### config.mk
export PLATFORM = sky130hd
export DESIGN_NAME = pe_sched
export DESIGN_NICKNAME = d
export VERILOG_FILES = /design/src/rtl/pe_pkg.sv /design/src/rtl/pe_cmd_fifo.sv /design/src/rtl/pe_sched.sv
export SDC_FILE = /design/constraint.sdc
export NUM_CORES = 1
export LEC_CHECK = 0
export CORE_ASPECT_RATIO = 1.5
export CORE_MARGIN = 3
export CORE_UTILIZATION = 30
export CTS_BUF_LIST = sky130_fd_sc_hd__clkbuf_4 sky130_fd_sc_hd__clkbuf_8
export DETAILED_ROUTE_END_ITERATION = 8
export SLEW_MARGIN = 5
export SYNTH_ARGS = -nofsm -noshare
export SYNTH_HDL_FRONTEND = slang
export SYNTH_HIERARCHICAL = 1
export SYNTH_SLANG_ARGS = --single-unit
### constraint.sdc
create_clock -name clk -period 4.7 [get_ports clk]
set_clock_uncertainty 0.05 [all_clocks]
set_input_delay 0.94 -clock clk [delete_from_list [all_inputs] [get_ports clk]]
set_output_delay 0.94 -clock clk [all_outputs]
set_load 0.02 [all_outputs]
### src/rtl/pe_pkg.sv
// ----------------------------------------------------------------------------
// pe_pkg
// Shared definitions for the PE array control line: opcode values (common to
// pe_sched and pctrl), the scheduler FSM state encoding, frame geometry and
// the packed command record carried through the command FIFO.
// ----------------------------------------------------------------------------
package pe_pkg;

   // Opcodes carried in the OPF field; NO_OP is never put on the line.
   localparam logic [2:0] OUT_DATA1 = 3'd0;
   localparam logic [2:0] OUT_DATA2 = 3'd1;
   localparam logic [2:0] OUT_RES   = 3'd2;
   localparam logic [2:0] LOAD      = 3'd3;
   localparam logic [2:0] ADD       = 3'd4;
   localparam logic [2:0] MUL       = 3'd5;
   localparam logic [2:0] MUL_ADD   = 3'd6;
   localparam logic [2:0] NO_OP     = 3'd7;

   // Frame geometry: start bit + 8 address bits + 7-bit opcode field.
   localparam int FRAME_BITS = 16;
   localparam int OPF_BITS   = 7;
   localparam int ADDR_BITS  = 8;
   localparam int CMD_W      = ADDR_BITS + 3;

   typedef enum logic [2:0] {
      ST_IDLE  = 3'd0,
      ST_START = 3'd1,
      ST_ADDR  = 3'd2,
      ST_OPF   = 3'd3,
      ST_GUARD = 3'd4
   } state_e;

   typedef struct packed {
      logic [ADDR_BITS-1:0] addr;
      logic [2:0]           op;
   } cmd_t;

   // Everything after the start bit, LSB first: address, then {000, op, 0}.
   function automatic logic [FRAME_BITS-2:0] frame_tail(input cmd_t c);
      return {3'b000, c.op, 1'b0, c.addr};
   endfunction

endpackage

### src/rtl/pe_cmd_fifo.sv
// ----------------------------------------------------------------------------
// pe_cmd_fifo
// Small first-word-fall-through command FIFO. The head entry is visible on
// rdata_o whenever empty_o is low so the scheduler can inspect the opcode
// before deciding whether to drop or transmit it.
// Pointers are log2(DEPTH)+1 bits; full/empty are decided by the extra MSB.
// Ports:
//   clk, nRst        clock, asynchronous active-low reset
//   push_i, wdata_i  write request / data (ignored while full, even if a pop
//                    happens in the same cycle)
//   pop_i            remove head (ignored while empty)
//   rdata_o          current head entry
//   full_o, empty_o  status
// ----------------------------------------------------------------------------
module pe_cmd_fifo #(
   parameter int WIDTH = 11,
   parameter int DEPTH = 4
) (
   input  logic             clk,
   input  logic             nRst,
   input  logic             push_i,
   input  logic [WIDTH-1:0] wdata_i,
   input  logic             pop_i,
   output logic [WIDTH-1:0] rdata_o,
   output logic             full_o,
   output logic             empty_o
);

   localparam int AW = $clog2(DEPTH);

   logic [AW:0]      wptr_q, rptr_q;
   logic [WIDTH-1:0] mem_q [DEPTH];
   logic             do_push, do_pop;

   assign empty_o = (wptr_q == rptr_q);
   assign full_o  = (wptr_q[AW] != rptr_q[AW]) &&
                    (wptr_q[AW-1:0] == rptr_q[AW-1:0]);

   assign do_push = push_i && !full_o;
   assign do_pop  = pop_i && !empty_o;

   always_ff @(posedge clk or negedge nRst) begin
      if (!nRst) begin
         wptr_q <= '0;
         rptr_q <= '0;
      end else begin
         if (do_push) wptr_q <= wptr_q + 1'b1;
         if (do_pop)  rptr_q <= rptr_q + 1'b1;
      end
   end

   // Storage needs no reset: only entries between the pointers are ever read.
   always_ff @(posedge clk) begin
      if (do_push) mem_q[wptr_q[AW-1:0]] <= wdata_i;
   end

   assign rdata_o = mem_q[rptr_q[AW-1:0]];

endmodule

### src/rtl/pe_sched.sv
// ----------------------------------------------------------------------------
// pe_sched
// Host-side scheduler for the shared serial control line of the PE array.
// Commands {addr, op} are queued and each is sent on tx as one frame:
// start bit (0), 8 address bits LSB first, then the 7-bit field {000,op,0}
// LSB first. Each frame is followed by an idle-high guard window (GUARD
// cycles, or GUARD_RES after OUT_RES) so only one PE executes at a time.
// NO_OP commands are discarded in one cycle without touching the line.
//
// Ports:
//   clk, nRst            clock, asynchronous active-low reset
//   cmd_valid/cmd_ready  command handshake (cmd_ready = FIFO not full)
//   cmd_addr, cmd_op     command contents, captured at push
//   tx                   registered serial line, idle high
//   busy                 FSM active or commands pending
//   res_win              high for the whole guard window after OUT_RES
//   done                 pulse on the last guard cycle of every frame
// Optional (macro PE_SCHED_STATS_EN):
//   frame_cnt[15:0]      frames completed, wraps
//   drop_cnt[7:0]        NO_OPs discarded, saturates at 0xFF
// ----------------------------------------------------------------------------
module pe_sched
   import pe_pkg::*;
#(
   parameter int DEPTH     = 4,
   parameter int GUARD     = 32,
   parameter int GUARD_RES = 128
) (
   input  logic       clk,
   input  logic       nRst,
   input  logic       cmd_valid,
   output logic       cmd_ready,
   input  logic [7:0] cmd_addr,
   input  logic [2:0] cmd_op,
   output logic       tx,
   output logic       busy,
   output logic       res_win,
   output logic       done
`ifdef PE_SCHED_STATS_EN
   ,
   output logic [15:0] frame_cnt,
   output logic [7:0]  drop_cnt
`endif
);

   // ---------------------------------------------------------------- FIFO
   logic             fifo_full, fifo_empty;
   logic [CMD_W-1:0] fifo_rdata;
   logic             pop;
   cmd_t             head;

   pe_cmd_fifo #(
      .WIDTH (CMD_W),
      .DEPTH (DEPTH)
   ) u_fifo (
      .clk     (clk),
      .nRst    (nRst),
      .push_i  (cmd_valid),
      .wdata_i ({cmd_addr, cmd_op}),
      .pop_i   (pop),
      .rdata_o (fifo_rdata),
      .full_o  (fifo_full),
      .empty_o (fifo_empty)
   );

   assign head = cmd_t'(fifo_rdata);

   // ------------------------------------------------------------ FSM state
   state_e                  state_q, state_d;
   logic                    tx_q, tx_d;
   logic [FRAME_BITS-2:0]   sh_q, sh_d;      // bits still to send after tx_q
   logic [3:0]              bit_q, bit_d;    // position within ADDR / OPF
   logic [7:0]              guard_q, guard_d;
   logic                    res_q, res_d;    // current frame is OUT_RES
   logic                    launch;

   always_ff @(posedge clk or negedge nRst) begin
      if (!nRst) begin
         state_q <= ST_IDLE;
         tx_q    <= 1'b1;
         sh_q    <= '1;
         bit_q   <= '0;
         guard_q <= '0;
         res_q   <= 1'b0;
      end else begin
         state_q <= state_d;
         tx_q    <= tx_d;
         sh_q    <= sh_d;
         bit_q   <= bit_d;
         guard_q <= guard_d;
         res_q   <= res_d;
      end
   end

   always_comb begin
      state_d = state_q;
      tx_d    = tx_q;
      sh_d    = sh_q;
      bit_d   = bit_q;
      guard_d = guard_q;
      res_d   = res_q;
      launch  = 1'b0;
      pop     = 1'b0;

      case (state_q)
         ST_IDLE: begin
            launch = !fifo_empty;
         end
         ST_START: begin
            state_d = ST_ADDR;
            tx_d    = sh_q[0];
            sh_d    = {1'b1, sh_q[FRAME_BITS-2:1]};
            bit_d   = '0;
         end
         ST_ADDR: begin
            // The shift register already holds the OPF field behind the
            // address, so the last address cycle loads OPF bit 0 naturally.
            tx_d = sh_q[0];
            sh_d = {1'b1, sh_q[FRAME_BITS-2:1]};
            if (bit_q == 4'(ADDR_BITS - 1)) begin
               state_d = ST_OPF;
               bit_d   = '0;
            end else begin
               bit_d = bit_q + 4'd1;
            end
         end
         ST_OPF: begin
            if (bit_q == 4'(OPF_BITS - 1)) begin
               state_d = ST_GUARD;
               tx_d    = 1'b1;
               guard_d = res_q ? 8'(GUARD_RES - 1) : 8'(GUARD - 1);
            end else begin
               tx_d  = sh_q[0];
               sh_d  = {1'b1, sh_q[FRAME_BITS-2:1]};
               bit_d = bit_q + 4'd1;
            end
         end
         ST_GUARD: begin
            if (guard_q == 8'd0) begin
               // Last guard cycle doubles as an IDLE cycle so the next
               // frame's start bit follows without a gap.
               state_d = ST_IDLE;
               launch  = !fifo_empty;
            end else begin
               guard_d = guard_q - 8'd1;
            end
         end
         default: begin
            state_d = ST_IDLE;
            tx_d    = 1'b1;
         end
      endcase

      if (launch) begin
         pop = 1'b1;
         if (head.op == NO_OP) begin
            state_d = ST_IDLE;
         end else begin
            state_d = ST_START;
            tx_d    = 1'b0;
            sh_d    = frame_tail(head);
            res_d   = (head.op == OUT_RES);
         end
      end
   end

   // -------------------------------------------------------------- outputs
   assign tx        = tx_q;
   assign cmd_ready = !fifo_full;
   assign busy      = (state_q != ST_IDLE) || !fifo_empty;
   assign res_win   = (state_q == ST_GUARD) && res_q;
   assign done      = (state_q == ST_GUARD) && (guard_q == 8'd0);

`ifdef PE_SCHED_STATS_EN
   // ---------------------------------------------------------- statistics
   logic [15:0] frame_cnt_q;
   logic [7:0]  drop_cnt_q;
   logic        drop;

   assign drop = pop && (head.op == NO_OP);

   always_ff @(posedge clk or negedge nRst) begin
      if (!nRst) begin
         frame_cnt_q <= '0;
         drop_cnt_q  <= '0;
      end else begin
         if (done) frame_cnt_q <= frame_cnt_q + 16'd1;
         if (drop && (drop_cnt_q != 8'hFF)) drop_cnt_q <= drop_cnt_q + 8'd1;
      end
   end

   assign frame_cnt = frame_cnt_q;
   assign drop_cnt  = drop_cnt_q;
`endif

endmodule

==> results.toml, run 1 <==
[power]
pwr-share-comb_pct = 34.7
finalPower_uw = 2630
peakVddDrop_mv = 0.175
power_frac_seq_pct = 44.7
swShare_pct = 34.3
clock_power_share_pct = 20.6
p_int_uw = 1730
cellPowerDensity_nw_per_um2 = 592
p_switching_uw = 903
leakagePower_uw = 0.00166

[floorplan]
io_pins = 19
rows = 50
initial_core_util_pct = 31.1
die_x_um = 99.6
die_height_um = 146
coreArea_um2 = 12700
die_area_um2 = 14600

[yosys]
yosysUniqueCellTypes = 62
ys_seq_elements = 82
yosys_warnings = 6
async_flop_share_pct = 46.3
ys_dominant_reg_cell = "edfxtp_1"
synth_edf_count = 44
syn_area_per_cell_um2 = 14.9
syn_area_um2 = 3950
seq_area_frac_synth_pct = 58.1
syn_nets = 288
syn_inst = 265

[timing]
setup_viol = 0
tightest_slew_ns = 0.871
fin_crit_sh_pct = 83.0
period_needed_ns = 3.90
slew_headroom_pct = 41.9
clock.fmax_mhz = 256
finalHoldViolations = 0
grt_setup_unrepaired = "no"
maxSlewViolCount = 0
fin_setup_tns_ns = 0

[cts]
tritoncts = "yes"
cts_buffers = 9
cts_buffer_depth = 2
ctsRootBufferMaster = "clkbuf_8"
clk_pin_slew_ns = 0.09
cts_resized = 0
clkLatencyLatePin_ns = 0.36
htree_levels = 3
cts_hold_buffers = 0
clock-sinks = 82
postCtsSetupBuffers = 0

[cells_and_area]
drive_above_1_share_pct = 29.1
fin_util_pct = 35.0
nets = 307
area_delta_synth_final_pct = 12.6
fillers = 1215
finalNonFillerCells = 445
n_antenna_cell = 0
final_area_um2 = 4440

[detailed_routing]
post_drt_wl_per_cell_um = 15.4
drtIter0Drc = 79
routed_wl_um = 6870
drcViolationCount = 0
firstDrtPassIters = 4
drt-vias-per-instance = 4.93
ant_nets = 0
vias = 2195

[global_route]
grt_use_total_pct = 10.0
grt_pass1_vias = 2370
grt_pass1_wl_um = 11500
grt_max_degree = 39
antenna_found_initial = 0
gr-total-overflow = 0

[placement]
dp_cells = 429
place_congestion = 0.835
port_buffers = 18
dp_hpwl_um = 4760
placed_area_um2 = 4230

[min_path]
hold_class = "reg2reg"
hold_start = "sh_q[14]"
min_to = "sh_q[14]"
whs_path_depth = 2

[flow_run]
max_cap_viol_count = 0

[setup_path]
r2r_cells = 6
end_kind = "primary output"
cp-start-kind = "flop"
critical_path_required_ns = 3.71
r2r_slack_ns = 1.98
cp_max_fo = 17
rr_startpoint = "u_fifo/rptr_q[1]"
worstSetupPathType = "reg2out"
worstPathCellList = "xor2_1 -> nor3_1 -> or4b_2 -> clkdlybuf4s50_1"
critPathMaxStageDelay_ns = 0.82
r2r_end = "sh_q[2]"
cp.arrival_ns = 2.91
slowest_stage = "dfrtp_1"

[status]
status = "finished, final reports clean"
[area by class of cell]
cell class | instances | area [µm²] | share of cell area [%]
Timing Repair Buffer | 19 | 183 | 4.11
Tap cell | 156 | 195 | 4.39
Sequential cell | 82 | 2290 | 51.6
Clock inverter | 7 | 87.6 | 1.97
Clock buffer | 9 | 124 | 2.79
Multi-Input combinational cell | 160 | 1520 | 34.1
Inverter | 12 | 45.0 | 1.01
[Yosys cell counts (all sizes together) (3+ instances only)]
| library cell | n | area share (%) |
|---|---|---|
| nor2 | 11 | 1.0 |
| and2 | 3 | 0.48 |
| buf | 10 | 2.3 |
| edfxtp | 44 | 33 |
| mux4 | 11 | 6.3 |
| mux2i | 6 | 1.5 |
| o31ai | 5 | 1.2 |
| nand2 | 8 | 0.82 |
| ha | 9 | 2.9 |
| a31oi | 4 | 1.0 |
| xnor2 | 9 | 2.2 |
| a211oi | 8 | 1.6 |
| dfrtp | 22 | 14 |
| and3 | 4 | 0.63 |
| nor3b | 3 | 0.70 |
| a21oi | 11 | 1.7 |
| mux2 | 20 | 6.6 |
| nor2b | 3 | 0.48 |
| nand2b | 3 | 0.48 |
| nor4 | 3 | 0.86 |
| nor3 | 5 | 0.63 |
| xor2 | 4 | 1.3 |
| a21o | 3 | 0.60 |
| inv | 12 | 1.1 |
| dfstp | 16 | 11 |
| nand3 | 5 | 0.76 |
[power by group through the flow]
stage          sequential, µW  clock (µW)  combinational [µW]
2_1_floorplan            1140           0                 787
3_3_place_gp             1180           0                 904
3_5_place_dp             1190           0                 924
4_1_cts                  1180         561                 928
5_1_grt                  1210         587                1020
6_report                 1170         542                 913
[sequential cells by signal (all words and copies together), names as in the netlist]
name,count
state_q,3
u_fifo/rptr_q,3
guard_q,8
u_fifo/mem_q,44
res_q,1
bit_q,4
u_fifo/wptr_q,3
sh_q,15
tx,1
[worst max-delay path by stage]
stage	start	to	slack, ns	depth (start not counted)
floorplan	u_fifo/rptr_q[0]	busy	2.01	4
finish	u_fifo/rptr_q[1]	busy	0.80	4
global placement	u_fifo/rptr_q[1]	busy	1.17	4
global route	u_fifo/rptr_q[1]	busy	0.61	4
detailed placement	u_fifo/rptr_q[1]	busy	1.13	4
CTS	u_fifo/rptr_q[1]	busy	0.74	4
[cells by family after synthesis]
kind of cell	synth area share (%)
AOI/OAI and AO/OA	8.88
xor gates and xnor gates	3.46
adders and majority gates	2.85
buffers and inverters	3.49
DFF	58.1
muxes	14.4
and+or+nand+nor	8.85
[stage by stage]
step                      setup slack (ns)  hold slack, ns
after global routing                 0.612           0.489
after global placement                1.17           0.432
after CTS                            0.736           0.457
final                                0.798           0.456
after detailed placement              1.13           0.441
after floorplan                       2.01           0.409
[worst max-delay path, delay by kind of cell, from the launching register on]
family        cells  cell delay [ns]
xor+xnor          1             0.23
buf+inv           1             0.57
flops             1             0.82
simple gates      2             0.95
[per-layer routing]
| layer | track usage, % | share of wire, % |
|---|---|---|
| met5 | 0 | 0 |
| met2 | 17.3 | 53 |
| met3 | 2.29 | 3.7 |
| met1 | 10.9 | 41 |
| met4 | 6.15 | 2.6 |
[cells in the final DEF, fill, tap and decap left out, types with 8 or more instances in the layout]
| cell type | n |
|---|---|
| edfxtp_1 | 44 |
| dfrtp_1 | 22 |
| clkdlybuf4s50_1 | 17 |
| dfstp_2 | 16 |
| inv_1 | 12 |
| nor2_1 | 11 |
| mux2_2 | 11 |
| mux4_2 | 11 |
| a21oi_1 | 10 |
| mux2_4 | 9 |
| ha_1 | 9 |
| clkbuf_8 | 9 |
| xnor2_1 | 8 |
No activity file was read; power rests on OpenSTA's default activity.
==> run 2, diff against run 1 <==
Clock period 4.7 ns to 3.8 ns, I/O delays scaled along.
==> run 2 against run 1 <==
Compared with the run above: design area grew 1.0%; wire length is 1.3% lower; sequential power grew 24%; worst setup slack worse by 0.42 ns; register-to-register slack worse by 0.69 ns; utilization rose by 0.36 points.
==> results.toml, run 2 (synthesis gave the netlist of run 1 again) <==
[status]
status = "finished, final reports clean"

[detailed_routing]
drtIter0Drc = 77
firstDrtPassIters = 4
post_drt_wl_per_cell_um = 15.2
drcViolationCount = 0
drt-vias-per-instance = 4.89
vias = 2181
routed_wl_um = 6780
ant_nets = 0

[cts]
ctsRootBufferMaster = "clkbuf_8"
cts_buffers = 9
clock-sinks = 82
clk_pin_slew_ns = 0.09
clkLatencyLatePin_ns = 0.35
tritoncts = "yes"
cts_hold_buffers = 0
htree_levels = 3
postCtsSetupBuffers = 0
cts_resized = 0
cts_buffer_depth = 2

[placement]
place_congestion = 0.812
dp_hpwl_um = 4740
post-place-ws_ns = 0.750
placed_area_um2 = 4240
port_buffers = 18
dp_cells = 430

[timing]
grt_setup_unrepaired = "no"
fin_ws_ns = 0.373
clock.fmax_mhz = 292
maxSlewViolCount = 0
setup_viol = 0
period_needed_ns = 3.43
fin_crit_sh_pct = 90.2
slew_headroom_pct = 43.8
tightest_slew_ns = 0.843
fin_setup_tns_ns = 0
finalHoldViolations = 0

[floorplan]
rows = 50
io_pins = 19
die_height_um = 146
coreArea_um2 = 12700
initial_core_util_pct = 31.1
die_x_um = 99.6
die_area_um2 = 14600

[cells_and_area]
largest_reg_flops = 44
layout_common_cells = "44 x edfxtp_1, 22 x dfrtp_1, 17 x clkdlybuf4s50_1"
layout_commonest_cell = "edfxtp_1"
finalNonFillerCells = 446
n_antenna_cell = 0
area_delta_synth_final_pct = 13.8
drive_above_1_share_pct = 29.3
nets = 308
final_area_um2 = 4490

[min_path]
hold_class = "in2async"

[power]
leakagePower_uw = 0.00167
finalPower_uw = 3350
peakVddDrop_mv = 0.206
cellPowerDensity_nw_per_um2 = 747

[setup_path]
worstPathCellList = "xor2_2 -> nor3_1 -> or4b_2 -> clkdlybuf4s50_1"
critPathMaxStageDelay_ns = 0.66
r2r_cells = 5
rr_startpoint = "u_fifo/rptr_q[0]"
worstSetupPathType = "reg2out"
path_buf_inv = 1
cp.arrival_ns = 2.62
r2r_end = "sh_q[1]"
critPathLaunch = "u_fifo/wptr_q[0]"
cp_max_fo = 6
r2r_slack_ns = 1.29
cp-start-kind = "flop"
critical_path_required_ns = 2.99
slowest_stage = "or4b_2"
cp_top_family = "simple AND/OR/NAND/NOR gates"
end_kind = "primary output"

[global_route]
grt_pass1_wl_um = 11200
grt_use_total_pct = 9.87
gr-total-overflow = 0
antenna_found_initial = 0
grt_max_degree = 39
grt_pass1_vias = 2293

[flow_run]
max_cap_viol_count = 0
## run 2: cell types whose count changed in the layout (fill, tap and decap cells not counted)
cell and delta:
buf_4 +1, bufinv_16 +2, clkinv_4 +2, clkinvlp_4 +1, inv_6 -4, inv_8 -1
## run 2: worst max path at each step
| stage | to | slack (ns) | cells past startpoint |
|---|---|---|---|
| finish | busy | 0.37 | 4 |
| global placement | busy | 0.78 | 4 |
| detailed placement | busy | 0.75 | 4 |
| global route | busy | 0.21 | 4 |
| floorplan | busy | 1.29 | 4 |
| CTS | busy | 0.33 | 4 |
## run 2: layout make-up
type	instances	area (µm²)
Tap cell	156	195
Timing Repair Buffer	20	190
Sequential cell	82	2290
Clock inverter	7	126
Inverter	12	45.0
Clock buffer	9	124
Multi-Input combinational cell	160	1520
Fill cell	1223	8210
## run 2: power by group
| group | switching [µW] | internal, µW |
|---|---|---|
| Combinational | 569 | 566 |
| Clock | 326 | 443 |
| Sequential | 201 | 1250 |
## run 2: worst reg2reg max path: stages, from the launching register on
cell	delay, ns
dfrtp_1	0.40
buf_4	0.31
mux4_2	0.62
a31o_1	0.28
a21o_1	0.38
mux2_4	0.39
## run 2: per-layer routing
| metal | GRT usage (%) | share of wire, % |
|---|---|---|
| met1 | 11.0 | 43 |
| met2 | 17.1 | 53 |
| met3 | 2.39 | 2.7 |
| met4 | 5.33 | 1.6 |
| met5 | 0 | 0 |
## run 2: through the flow
| stage | hold WS (ns) | util (%) |
|---|---|---|
| finish | 0.449 | 35.3 |
| global route | 0.493 | 35.3 |
| CTS | 0.460 | 35.3 |
| detailed placement | 0.445 | 33.4 |
| global placement | 0.429 | 33.4 |
| floorplan | 0.409 | - |
==> RTL edit 1, RTL diff (config.mk and constraints of run 2) <==
`DEPTH` is set to 4 in 2 places; all go to 16.
--- a/src/rtl/pe_cmd_fifo.sv
+++ b/src/rtl/pe_cmd_fifo.sv
@@ -16,3 +16,3 @@
    parameter int WIDTH = 11,
-   parameter int DEPTH = 4
+   parameter int DEPTH = 16
 ) (
--- a/src/rtl/pe_sched.sv
+++ b/src/rtl/pe_sched.sv
@@ -24,3 +24,3 @@
 #(
-   parameter int DEPTH     = 4,
+   parameter int DEPTH     = 16,
    parameter int GUARD     = 32,
Check against the original RTL: not equivalent (Yosys sat finds a counterexample within 10 cycles, from zero or initial values and one cycle with nRst low).
==> RTL edit 1 against run 2 <==
  * Area after synthesis is 130% higher
  * Power is 120% higher
  * Global-route usage is 2.1 points higher
  * Cell count is 120% higher
  * Routed wire length grew to 2.9 times the old value
  * Worst setup slack worse by 0.12 ns
  * Sequential cell count is 136 higher
  * Cell area is 140% higher
  * Non-clock buffer count is 22 higher
  * Largest power group unchanged
  * Highest routed layer unchanged
==> RTL edit 1: results (changes against run 2) <==
[sta]
relSlewSlack_pct=38.6  ; -5.3 points
hold_slack_ns=0.327  ; -0.122 ns
fin_crit_sh_pct=93.2  ; +3.0 points

[drt]
met3_length_microns=988  ; +440%
vias=4845  ; +120%
drt_iter0_markers=342  ; +340%
first_pass_iters=5  ; +1
dr_wl_met2_mm=10.5  ; +190%
m1WireLength_mm=7.17  ; +150%

[finish]
largest_register_ffs=176  ; +300%
drive_gt1_share_pct=27.6  ; -1.8 points
finalNonFillerCells=989  ; +120%
fillers=2825  ; +130%
finalNetCount=589  ; +91%

[yosys]
async_reset_ff_share_pct=19.3  ; -27 points
synth_cells=512  ; +93%
synth_edf_count=176  ; +300%
yosysSeqAreaShare_pct=68.6  ; +10 points
synthDistinctLibCells=61  ; -1.6%

[worst_setup_path]
crit_path_max_fanout=11  ; +5
r2r_cells=7  ; +2
rrSetupSlack_ns=0.89  ; -0.40 ns
r2r_start=u_fifo/rptr_q[1]$_DFFE_PN0P_
critPathLaunch=u_fifo/wptr_q[2]$_DFFE_PN0P_
r2r-end=sh_q[3]$_DFF_PN1_
crit_slowest_cell=dfrtp_1
arrival_ns=2.73  ; +0.11 ns

[placement]
routabilityCongestion=0.798  ; -1.7%
place_inst=930  ; +120%
pre_cts_ws_ns=0.747  ; -0.00301 ns
dp_hpwl_mm=11.9  ; +150%

[grt]
grt_pass1_vias=5235  ; +130%
antenna_found_initial=1  ; +1
grt_max_degree=48  ; +23%
grt_util_met2_pct=21.8  ; +4.8 points
globalRouteMet1Util_pct=13.1  ; +2.1 points
grt_use_total_pct=12.0  ; +2.1 points
grt_use_met3_pct=2.62  ; +0.23 points

[clocking]
cts_buffers=34  ; +25
ctsLongestPathBuffers=3  ; +1
clk_pin_slew_ns=0.06  ; -0.03 ns
htreeDepth=2  ; -1

[outcome]
status=finished clean

[pwr]
power_uw=7330  ; +120%
p_leak_uw=0.00361  ; +120%

RTL edit 1: cells by family (layout without fill, tap and decap cells):
| family | Yosys count | count (layout) | share of synthesized area (%) |
|---|---|---|---|
| muxes | 73 | 73 | 15.4 |
| other | 0 | 1 | 0 |
| DFF | 218 | 218 | 68.6 |
| AOI/OAI and AO/OA | 58 | 58 | 4.74 |
| adders and majority gates | 9 | 9 | 1.21 |
| xor gates and xnor gates | 14 | 14 | 1.40 |
| and+or+nand+nor | 104 | 104 | 5.93 |
| buffers and inverters | 36 | 112 | 2.75 |
RTL edit 1: area by class of cell:
class,count,area (sq um),share of cell area [%]
Antenna cell,1,2.50,0.0236
Clock buffer,47,572,5.39
Clock inverter,11,52.6,0.495
Inverter,12,45.0,0.424
Multi-Input combinational cell,258,2730,25.7
Sequential cell,218,6360,59.9
Tap cell,400,500,4.72
Timing Repair Buffer,42,355,3.35
RTL edit 1: report_power, final:
part           total (uW)  switching, uW  internal, uW
Clock                1830            856           974
Sequential           3300            276          3020
Combinational        2210           1180          1030
==> RTL edit 2, RTL diff (settings of run 2) <==
Without the edit above. Re-encode `state_e` (5 states) as one-hot, 5 bits wide.
--- a/src/rtl/pe_pkg.sv
+++ b/src/rtl/pe_pkg.sv
@@ -24,8 +24,8 @@
 
-   typedef enum logic [2:0] {
-      ST_IDLE  = 3'd0,
-      ST_START = 3'd1,
-      ST_ADDR  = 3'd2,
-      ST_OPF   = 3'd3,
-      ST_GUARD = 3'd4
+   typedef enum logic [4:0] {
+      ST_IDLE  = 5'b00001,
+      ST_START = 5'b00010,
+      ST_ADDR  = 5'b00100,
+      ST_OPF   = 5'b01000,
+      ST_GUARD = 5'b10000
    } state_e;
Formal check against the unedited RTL: no difference found for any inputs over 10 cycles, from zero or initial values and one cycle with nRst low; not proved beyond that.
==> RTL edit 2 against run 2 <==
  * Sequential cell count is 2 higher
  * Combinational power is 15% higher
  * First-iteration DRC count is 5.2% higher
  * Power is 4.4% higher
  * Cell area is 0.61% higher
  * Register-to-register slack better by 0.07 ns
  * Routed wire length is 4.2% higher
  * Worst setup slack better by 0.12 ns
  * Area after synthesis hardly changed
  * Critical path type unchanged
==> RTL edit 2: results (changes against run 2) <==
[clocking]
cts_root_buffer=clkbuf_8
cts_resized=0  ; unchanged
ctsLongestPathBuffers=2  ; unchanged
cts_buffers=9  ; unchanged
clk_pin_slew_ns=0.08
post_cts_buffers=0  ; unchanged

[pwr]
swShare_pct=34.7  ; +2.0 points
ir_worst_vdd_uv=283  ; +38%
p_leak_uw=0.00168  ; +0.46%

[placement]
dp_hpwl_mm=4.97  ; +4.9%
routabilityCongestion=0.782  ; -3.7%
io_buffers=18  ; unchanged

[worst_setup_path]
r2r_cells=6  ; +1
crit_path_max_fanout=4  ; -2

[grt]
grt_pass1_vias=2463  ; +7.4%
grt_use_total_pct=10.6  ; +0.73 points
antenna_found_initial=0  ; unchanged
grt_pass1_wl_mm=12.2  ; +8.6%
grt_max_degree=41  ; +5.1%

[finish]
largest_register_ffs=44  ; unchanged
num_antenna_cells=0  ; unchanged
finalCoreUtilization_pct=35.6  ; +0.22 points
finalNetCount=341  ; +11%
drive_gt1_share_pct=21.4  ; -7.9 points
fillers=1246  ; +1.9%

[yosys]
syn-num-nets=320  ; +11%
ys_top_cells_by_count=edfxtp_1 (44), nor2_1 (26), a21oi_1 (24), dfrtp_1 (23)
synthDistinctLibCells=61  ; -1.6%
yosys-top-cells-area=edfxtp_1 (33%), dfrtp_1 (15%), dfstp_2 (11%)
yosysWarnings=6  ; unchanged
async_reset_ff_share_pct=47.6  ; +1.3 points
yosys.cell_count.top_type=edfxtp_1
yosysSeqAreaShare_pct=59.4  ; +1.3 points

[hold_path]
hp-class=flip-flop to flip-flop
min_delay_path_depth=2

[drt]
routed_wl_mm=7.07  ; +4.2%
drc=0  ; unchanged
first_pass_iters=4  ; unchanged
vias=2328  ; +6.7%
drt_iter0_markers=81  ; +5.2%

[sta]
worst_pin_slew_ns=0.932  ; +0.0893 ns

[outcome]
status=finished clean

==> RTL edit 2: cell count changes after synthesis, moves of 4 or more <==
cell      before  now
a211oi_1       7    1
mux2_2        11    0
mux2_4         9    0
nand3_1        4    9
a21oi_1       10   24
nor2_1        11   26
buf_6          6    2
nand2_1        7   17
xor2_1         2    6
mux2i_1        6   11
==> RTL edit 2: layer usage <==
layer	vias up	track usage [%]	wire length (microns)
met5	-	0	0
met4	0	4.37	119
met1	1157	12.8	3090
met2	29	17.7	3670
li1	1132	-	-
met3	10	2.72	198
==> RTL edit 2: power by group through the flow <==
stage | Clock [uW] | Sequential (uW) | Combinational (uW)
after floorplan | 0 | 1410 | 1070
after global placement | 0 | 1440 | 1300
after detailed placement | 0 | 1460 | 1330
after CTS | 791 | 1440 | 1330
after global routing | 839 | 1470 | 1470
final | 763 | 1430 | 1310
==> RTL edit 2: final cells by class <==
type | instances | area [sq um] | share of cell area, %
Multi-Input combinational cell | 190 | 1490 | 33.0
Timing Repair Buffer | 21 | 198 | 4.38
Tap cell | 156 | 195 | 4.32
Sequential cell | 84 | 2340 | 51.9
Clock inverter | 4 | 98.8 | 2.19
Clock buffer | 12 | 146 | 3.24
Inverter | 12 | 45.0 | 0.998
==> RTL edit 2: worst max-delay path, cell delays in order (launching register included) <==
cell	delay [ns]
dfrtp_1	0.41
inv_1	0.09
ha_1	0.15
or3b_2	0.48
nor4_4	0.36
clkdlybuf4s50_1	0.67
==> RTL edit 2: stage by stage <==
stage | cell area (sq um) | setup slack [ns] | total power [uW] | hold slack [ns] | std cells
after floorplan | 3950 | 1.44 | 2480 | 0.401 | 297
after global placement | 4270 | 0.894 | 2740 | 0.408 | 463
after detailed placement | 4270 | 0.838 | 2780 | 0.416 | 463
after CTS | 4520 | 0.435 | 3560 | 0.427 | 479
after global routing | 4520 | 0.357 | 3780 | 0.453 | 479
final | 4520 | 0.489 | 3500 | 0.425 | 479
==> RTL edit 2: cells by family after synthesis <==
kind of cell / synth area share, %
AOI/OAI and AO/OA: 9.41
xor gates and xnor gates: 3.68
adders and majority gates: 2.85
buffers and inverters: 2.92
DFF: 59.4
muxes: 9.07
and+or+nand+nor: 12.7
==> RTL edit 2: worst paths after layout <==
check / from / end / slack (ns)
min reg2reg: sh_q[13]$_DFF_PN1_ / sh_q[12]$_DFF_PN1_ / 0.43
min: sh_q[13]$_DFF_PN1_ / sh_q[12]$_DFF_PN1_ / 0.43
min in group asynchronous: nRst / guard_q[6]$_DFFE_PN0P_ / 0.49
max reg2reg: u_fifo/rptr_q[2]$_DFFE_PN0P_ / state_q[0]$_DFFE_PN1P_ / 1.36
max in group asynchronous: nRst / u_fifo/wptr_q[0]$_DFFE_PN0P_ / 2.65
max: guard_q[0]$_DFFE_PN0P_ / done / 0.49
